==> config.mk <==
export PLATFORM = sky130hd
export DESIGN_NAME = stage_buffer_compress_flat
export DESIGN_NICKNAME = d
export VERILOG_FILES = /design/src/rtl/compress_pkg.sv /design/src/rtl/stage_buffer_compress_if.sv /design/src/rtl/buffer_mem_compress.sv /design/src/rtl/stage_buffer_compress.sv /design/src/flat_wrapper.sv
export SDC_FILE = /design/constraint.sdc
export NUM_CORES = 1
export LEC_CHECK = 0
export CORE_UTILIZATION = 51
export CTS_CLUSTER_SIZE = 30
export DETAILED_ROUTE_END_ITERATION = 10
export PLACE_DENSITY = 0.84
export SLEW_MARGIN = 25
export SYNTH_ARGS = -nofsm -noshare
export SYNTH_HDL_FRONTEND = slang
export SYNTH_SLANG_ARGS = --single-unit
==> constraint.sdc <==
create_clock -name i_clk -period 5.25 [get_ports i_clk]
set_input_delay 1.575 -clock i_clk [delete_from_list [all_inputs] [get_ports i_clk]]
set_output_delay 1.575 -clock i_clk [all_outputs]
set_load 0.02 [all_outputs]
==> src/rtl/compress_pkg.sv <==
// Shared definitions for the compression pipeline stages.
package compress_pkg;

    // Default data word width used by every compression stage.
    localparam int unsigned COMPRESS_WORD_W = 128;

endpackage

==> src/rtl/stage_buffer_compress_if.sv <==
// Handshake bundle between a compression stage and its holding buffer.
interface stage_buffer_compress_if #(
    parameter int unsigned WIDTH = compress_pkg::COMPRESS_WORD_W,
    parameter int unsigned DEPTH = 4
);
    localparam int unsigned CNT_W = $clog2(DEPTH) + 1;

    logic             i_flush;
    logic             i_valid;
    logic             o_ready;
    logic [WIDTH-1:0] i_word;
    logic             o_valid;
    logic             i_ready;
    logic [WIDTH-1:0] o_word;
    logic [CNT_W-1:0] o_count;
    logic             o_almost_full;

    // Driver side: upstream producer plus downstream consumer.
    modport master (
        output i_flush, i_valid, i_word, i_ready,
        input  o_ready, o_valid, o_word, o_count, o_almost_full
    );

    // Buffer side.
    modport slave (
        input  i_flush, i_valid, i_word, i_ready,
        output o_ready, o_valid, o_word, o_count, o_almost_full
    );

endinterface

==> src/rtl/buffer_mem_compress.sv <==
// DEPTH x WIDTH flop array: one write port, one combinational read port, no reset.
module buffer_mem_compress #(
    parameter int unsigned WIDTH = compress_pkg::COMPRESS_WORD_W,
    parameter int unsigned DEPTH = 4,
    localparam int unsigned PTR_W = $clog2(DEPTH)
) (
    input  logic             clk,
    input  logic             wr_en,
    input  logic [PTR_W-1:0] wr_addr,
    input  logic [WIDTH-1:0] wr_data,
    input  logic [PTR_W-1:0] rd_addr,
    output logic [WIDTH-1:0] rd_data
);

    logic [WIDTH-1:0] mem [DEPTH];

    // Write the addressed entry on an accepted push.
    always_ff @(posedge clk) begin
        if (wr_en) begin
            mem[wr_addr] <= wr_data;
        end
    end

    assign rd_data = mem[rd_addr];

endmodule

==> src/rtl/stage_buffer_compress.sv <==
// First-word-fall-through holding buffer between compression stages.
module stage_buffer_compress
    import compress_pkg::*;
#(
    parameter int unsigned WIDTH       = COMPRESS_WORD_W,
    parameter int unsigned DEPTH       = 4,
    parameter int unsigned AFULL_LEVEL = DEPTH - 1
) (
    input  logic                    i_clk,
    input  logic                    i_reset,
    stage_buffer_compress_if.slave  bus
);

    localparam int unsigned PTR_W = $clog2(DEPTH);
    localparam int unsigned CNT_W = PTR_W + 1;
    localparam logic [CNT_W-1:0] CNT_FULL  = CNT_W'(DEPTH);
    localparam logic [CNT_W-1:0] CNT_AFULL = CNT_W'(AFULL_LEVEL);

    logic [PTR_W-1:0] wr_ptr_q, wr_ptr_d;
    logic [PTR_W-1:0] rd_ptr_q, rd_ptr_d;
    logic [CNT_W-1:0] count_q, count_d;
    logic             afull_q, afull_d;
    logic [WIDTH-1:0] hold_q, hold_d;
    logic [WIDTH-1:0] head_word;
    logic             ready;
    logic             valid;
    logic             push;
    logic             pop;

    // Both flags come straight from the registered count, so no path from i_ready to o_ready.
    assign ready = (count_q != CNT_FULL);
    assign valid = (count_q != '0);
    assign push  = bus.i_valid && ready;
    assign pop   = valid && bus.i_ready;

    buffer_mem_compress #(
        .WIDTH (WIDTH),
        .DEPTH (DEPTH)
    ) u_mem (
        .clk     (i_clk),
        .wr_en   (push && !bus.i_flush),
        .wr_addr (wr_ptr_q),
        .wr_data (bus.i_word),
        .rd_addr (rd_ptr_q),
        .rd_data (head_word)
    );

    // Next-state for pointers, count, almost-full and the idle-output hold word.
    always_comb begin
        wr_ptr_d = wr_ptr_q;
        rd_ptr_d = rd_ptr_q;
        count_d  = count_q;
        hold_d   = hold_q;
        if (bus.i_flush) begin
            wr_ptr_d = '0;
            rd_ptr_d = '0;
            count_d  = '0;
            hold_d   = '0;
        end else begin
            if (push) begin
                wr_ptr_d = wr_ptr_q + 1'b1;
            end
            if (pop) begin
                rd_ptr_d = rd_ptr_q + 1'b1;
                // Remember the popped word so o_word holds it once the queue empties.
                hold_d   = head_word;
            end
            if (push && !pop) begin
                count_d = count_q + 1'b1;
            end else if (pop && !push) begin
                count_d = count_q - 1'b1;
            end
        end
        afull_d = (count_d >= CNT_AFULL);
    end

    // State registers; synchronous active-low reset overrides flush and handshakes.
    always_ff @(posedge i_clk) begin
        if (!i_reset) begin
            wr_ptr_q <= '0;
            rd_ptr_q <= '0;
            count_q  <= '0;
            afull_q  <= 1'b0;
            hold_q   <= '0;
        end else begin
            wr_ptr_q <= wr_ptr_d;
            rd_ptr_q <= rd_ptr_d;
            count_q  <= count_d;
            afull_q  <= afull_d;
            hold_q   <= hold_d;
        end
    end

    assign bus.o_ready       = ready;
    assign bus.o_valid       = valid;
    assign bus.o_count       = count_q;
    assign bus.o_almost_full = afull_q;
    // Storage is only shown while it holds a live word; otherwise the hold register.
    assign bus.o_word        = valid ? head_word : hold_q;

endmodule

==> src/flat_wrapper.sv <==
// flat-port wrapper written by rule: the top's interface ports become plain ports
module stage_buffer_compress_flat import compress_pkg::*;
#(
    parameter int unsigned WIDTH       = COMPRESS_WORD_W,
    parameter int unsigned DEPTH       = 4,
    parameter int unsigned AFULL_LEVEL = DEPTH - 1
)
  (i_clk, i_reset, bus_i_flush, bus_i_valid, bus_i_word, bus_i_ready, bus_o_ready, bus_o_valid, bus_o_word, bus_o_count, bus_o_almost_full);
  stage_buffer_compress_if #(.WIDTH(WIDTH), .DEPTH(DEPTH)) bus_i ();
  input  logic i_clk;
  input  logic i_reset;
  input wire logic [$bits(bus_i.i_flush)-1:0] bus_i_flush;
  input wire logic [$bits(bus_i.i_valid)-1:0] bus_i_valid;
  input wire logic [$bits(bus_i.i_word)-1:0] bus_i_word;
  input wire logic [$bits(bus_i.i_ready)-1:0] bus_i_ready;
  output wire logic [$bits(bus_i.o_ready)-1:0] bus_o_ready;
  output wire logic [$bits(bus_i.o_valid)-1:0] bus_o_valid;
  output wire logic [$bits(bus_i.o_word)-1:0] bus_o_word;
  output wire logic [$bits(bus_i.o_count)-1:0] bus_o_count;
  output wire logic [$bits(bus_i.o_almost_full)-1:0] bus_o_almost_full;
  assign bus_i.i_flush = bus_i_flush;
  assign bus_i.i_valid = bus_i_valid;
  assign bus_i.i_word = bus_i_word;
  assign bus_i.i_ready = bus_i_ready;
  assign bus_o_ready = bus_i.o_ready;
  assign bus_o_valid = bus_i.o_valid;
  assign bus_o_word = bus_i.o_word;
  assign bus_o_count = bus_i.o_count;
  assign bus_o_almost_full = bus_i.o_almost_full;
  stage_buffer_compress #(.WIDTH(WIDTH), .DEPTH(DEPTH), .AFULL_LEVEL(AFULL_LEVEL)) u_core (.i_clk(i_clk), .i_reset(i_reset), .bus(bus_i));
endmodule
==> results.sh <==
export IMPL_p_leak_nw=9.72
export IMPL_ctsHoldBuffers=0
export IMPL_root_buffer="clkbuf_16"
export IMPL_yosysUniqueCellTypes=35
export IMPL_core_area_sq_um=48000
export IMPL_clk_latency_ps=590
export IMPL_clock_sinks=650
export IMPL_synth_warnings=0
export IMPL_h_tree_depth=3
export IMPL_power_per_cell_area_nw_per_um2=363
export IMPL_hold_slack_ps=451
export IMPL_crit_type="register to output pin"
export IMPL_fin_crit_sh_pct=93.7
export IMPL_switching_share_pct=21.3
export IMPL_fp_dieW_um=223
export IMPL_cts_tree="built"
export IMPL_r2r_end="u_core.hold_q[43]"
export IMPL_grt_use_total_pct=22.3
export IMPL_worst_slew_pin_slew_ps=827
export IMPL_cp_start_kind="register"
export IMPL_crit_fanout=38
export IMPL_required_ps=3680
export IMPL_drt_iter0_markers=1028
export IMPL_period_minus_slack_ps=4920
export IMPL_r2r_cells=7
export IMPL_status="finished, final reports clean"
export IMPL_p_seq_share_pct=51.1
export IMPL_p_comb_share_pct=8.0
export IMPL_synth_area_leaders="edfxtp_1, mux4_2, dfxtp_1, mux2_2, nand2_1"
export IMPL_row_count=80
export IMPL_r2r_slack_ps=2020
export IMPL_cts_made_buffers=66
export IMPL_hold_viol=0
export IMPL_setup_violations_final=0
export IMPL_fill_cells=3255
export IMPL_grt_pass1_wl_mm=83.1
export IMPL_ios=267
export IMPL_synthTopCellsByCount="edfxtp_1, nand2_1, dfxtp_1, a21oi_1, mux4_2"
export IMPL_syn_area_sq_um=25000
export IMPL_synth_edf_count=512
export IMPL_vias=13700
export IMPL_worstSetupEndpointType="output pin"
export IMPL_min_from="u_core.hold_q[38]"
export IMPL_syn_mean_instance_area_sq_um=17.4
export IMPL_r2r_start="u_core.bus.o_count[1]"
export IMPL_dr_pass1_iters=5
export IMPL_internal_power_w=0.00873
export IMPL_synthFlopType="edfxtp_1"
export IMPL_dieHeight_um=223
export IMPL_place_gp_congestion=0.763
export IMPL_max_cap_violations=0
export IMPL_ys_seq_elements=650
export IMPL_fin_tns_setup_ps=0
export IMPL_fin_skew_ps=18.6
export IMPL_pwr_share_clk_pct=40.8
export IMPL_grt_pass1_vias=14500
export IMPL_viasPerCell=5.73
export IMPL_yosys_area_top_type="edfxtp_1"
export IMPL_area_growth_syn_to_layout_pct=22.1
export IMPL_grt_max_degree=101
export IMPL_cts_resized=0
export IMPL_clock_path_buffers=3
export IMPL_hold_depth=2
export IMPL_antenna_found_initial=7
export IMPL_drt_total_wl_mm=54.8
export IMPL_clk_pin_slew_worst_paths_ps=60
export IMPL_slew_viol_final=0
export IMPL_synth_top_cell_area_share_pct=61.5
export IMPL_nets=1852
export IMPL_synth_fp_nets=1577
export IMPL_cts_setup_buffers=0
export IMPL_portBuffers=266
export IMPL_start_util_pct=52.1
export IMPL_relSlewSlack_pct=44.9
export IMPL_ant_nets=0
export IMPL_overflow=0
export IMPL_holdPathEnd="u_core.hold_q[38]"
export IMPL_peakVddDrop_mv=0.271
export IMPL_routedWlPerCell_um=23.0
export IMPL_hold_path_class="register to register"
export IMPL_cp_data_arrival_time_ps=3340
export IMPL_ys_async_sr_fraction_pct=0
export IMPL_drcViolationCount=0
export IMPL_fmax_ghz=0.203
export IMPL_dp_hpwl_mm=31.3
export IMPL_power_w=0.0111
export IMPL_die_area_sq_um=49900
export IMPL_yosysMostFrequentCell="edfxtp_1"
export IMPL_seq_area_frac_synth_pct=72.5
export IMPL_layout_drive_gt1_share_pct=22.1
export IMPL_power_switching_w=0.00236
export IMPL_rsz0062_at_grt="no"
export IMPL_syn_inst=1437
## power groups by stage
stage | Sequential (W) | Combinational [W] | Clock (W)
after floorplan | 0.00577 | 0.000480 | 0
after global placement | 0.00576 | 0.000868 | 0
after detailed placement | 0.00577 | 0.000889 | 0
after CTS | 0.00566 | 0.000898 | 0.00461
after global routing | 0.00567 | 0.000944 | 0.00479
final | 0.00566 | 0.000892 | 0.00453
## per-layer routing
metal,part of all wire [%],vias to the layer above,track usage (%)
met4,2.1,8,7.76
met2,50,507,37.2
met1,40,7006,28.4
met3,7.7,73,5.56
met5,0.095,-,0
li1,-,6078,-
## logic make-up (layout without fill, tap and decap cells)
logic type               after synthesis  after routing  synth area share (%)
adder cells (fa/ha/maj)                7              7                 0.350
flip-flops                           650            650                  72.5
multiplexers                         256            256                  17.4
AND/OR/NAND/NOR                      285            285                  4.45
buffers and inverters                 95            422                  2.16
other                                  0              5                     0
AO/OA/AOI/OAI                        140            140                  2.97
XOR/XNOR                               4              4                 0.140
## worst max path at each step
stage / startpoint / endpoint
CTS: u_core.bus.o_count[1] / bus_o_word[69]
global placement: u_core.bus.o_count[1] / bus_o_word[75]
detailed placement: u_core.bus.o_count[1] / bus_o_word[69]
floorplan: bus_i_valid / u_core.u_mem.mem[0][0]
finish: u_core.bus.o_count[1] / bus_o_word[69]
global route: u_core.bus.o_count[1] / bus_o_word[69]
## layout by cell type, fill, tap and decap left out, types with 6 or more instances in the layout
cell             instances
a21oi_1                129
mux4_2                 128
ha_1                     7
inv_1                    7
clkbuf_1                21
edfxtp_1               512
mux2_4                  10
nand2_1                258
clkdlybuf4s50_1        266
clkinv_2                 8
clkinv_1                 8
buf_12                  18
mux2_2                 118
clkbuf_16               71
nor2_1                   9
buf_4                   11
dfxtp_1                136
clkbuf_8                 6
## metrics by stage
stage	cells	setup WS, ps	util [%]	cell area, sq um
finish	2384	331	63.6	30500
global placement	2259	1020	59.2	28400
floorplan	1437	1330	-	25000
detailed placement	2259	951	59.2	28400
CTS	2379	257	63.5	30500
global route	2381	168	63.6	30500
## cell type report
type | instances | area, sq um | area share, %
flip-flops and latches | 650 | 18100 | 59.4
multi-input cells | 692 | 6390 | 20.9
repair buffers | 295 | 3110 | 10.2
clock buffers | 98 | 1940 | 6.35
well taps | 615 | 769 | 2.52
clock inverters | 22 | 161 | 0.528
inverters | 7 | 26.3 | 0.0860
diodes | 5 | 12.5 | 0.0410
## flip-flops by register name, indices dropped and copies added (netlist names), named ones only
name / count
u_core.bus.o_almost_full: 1
u_core.bus.o_count: 3
u_core.hold_q: 128
u_core.rd_ptr_q: 2
u_core.u_mem.mem: 512
u_core.wr_ptr_q: 2
## critical path, cell delays in order, from the launching register on
cell,delay [ps]
dfxtp_1,450
inv_1,100
ha_1,300
nand2b_4,600
buf_12,310
mux2_2,380
clkdlybuf4s50_1,570
No activity file was read; power rests on OpenSTA's default activity.
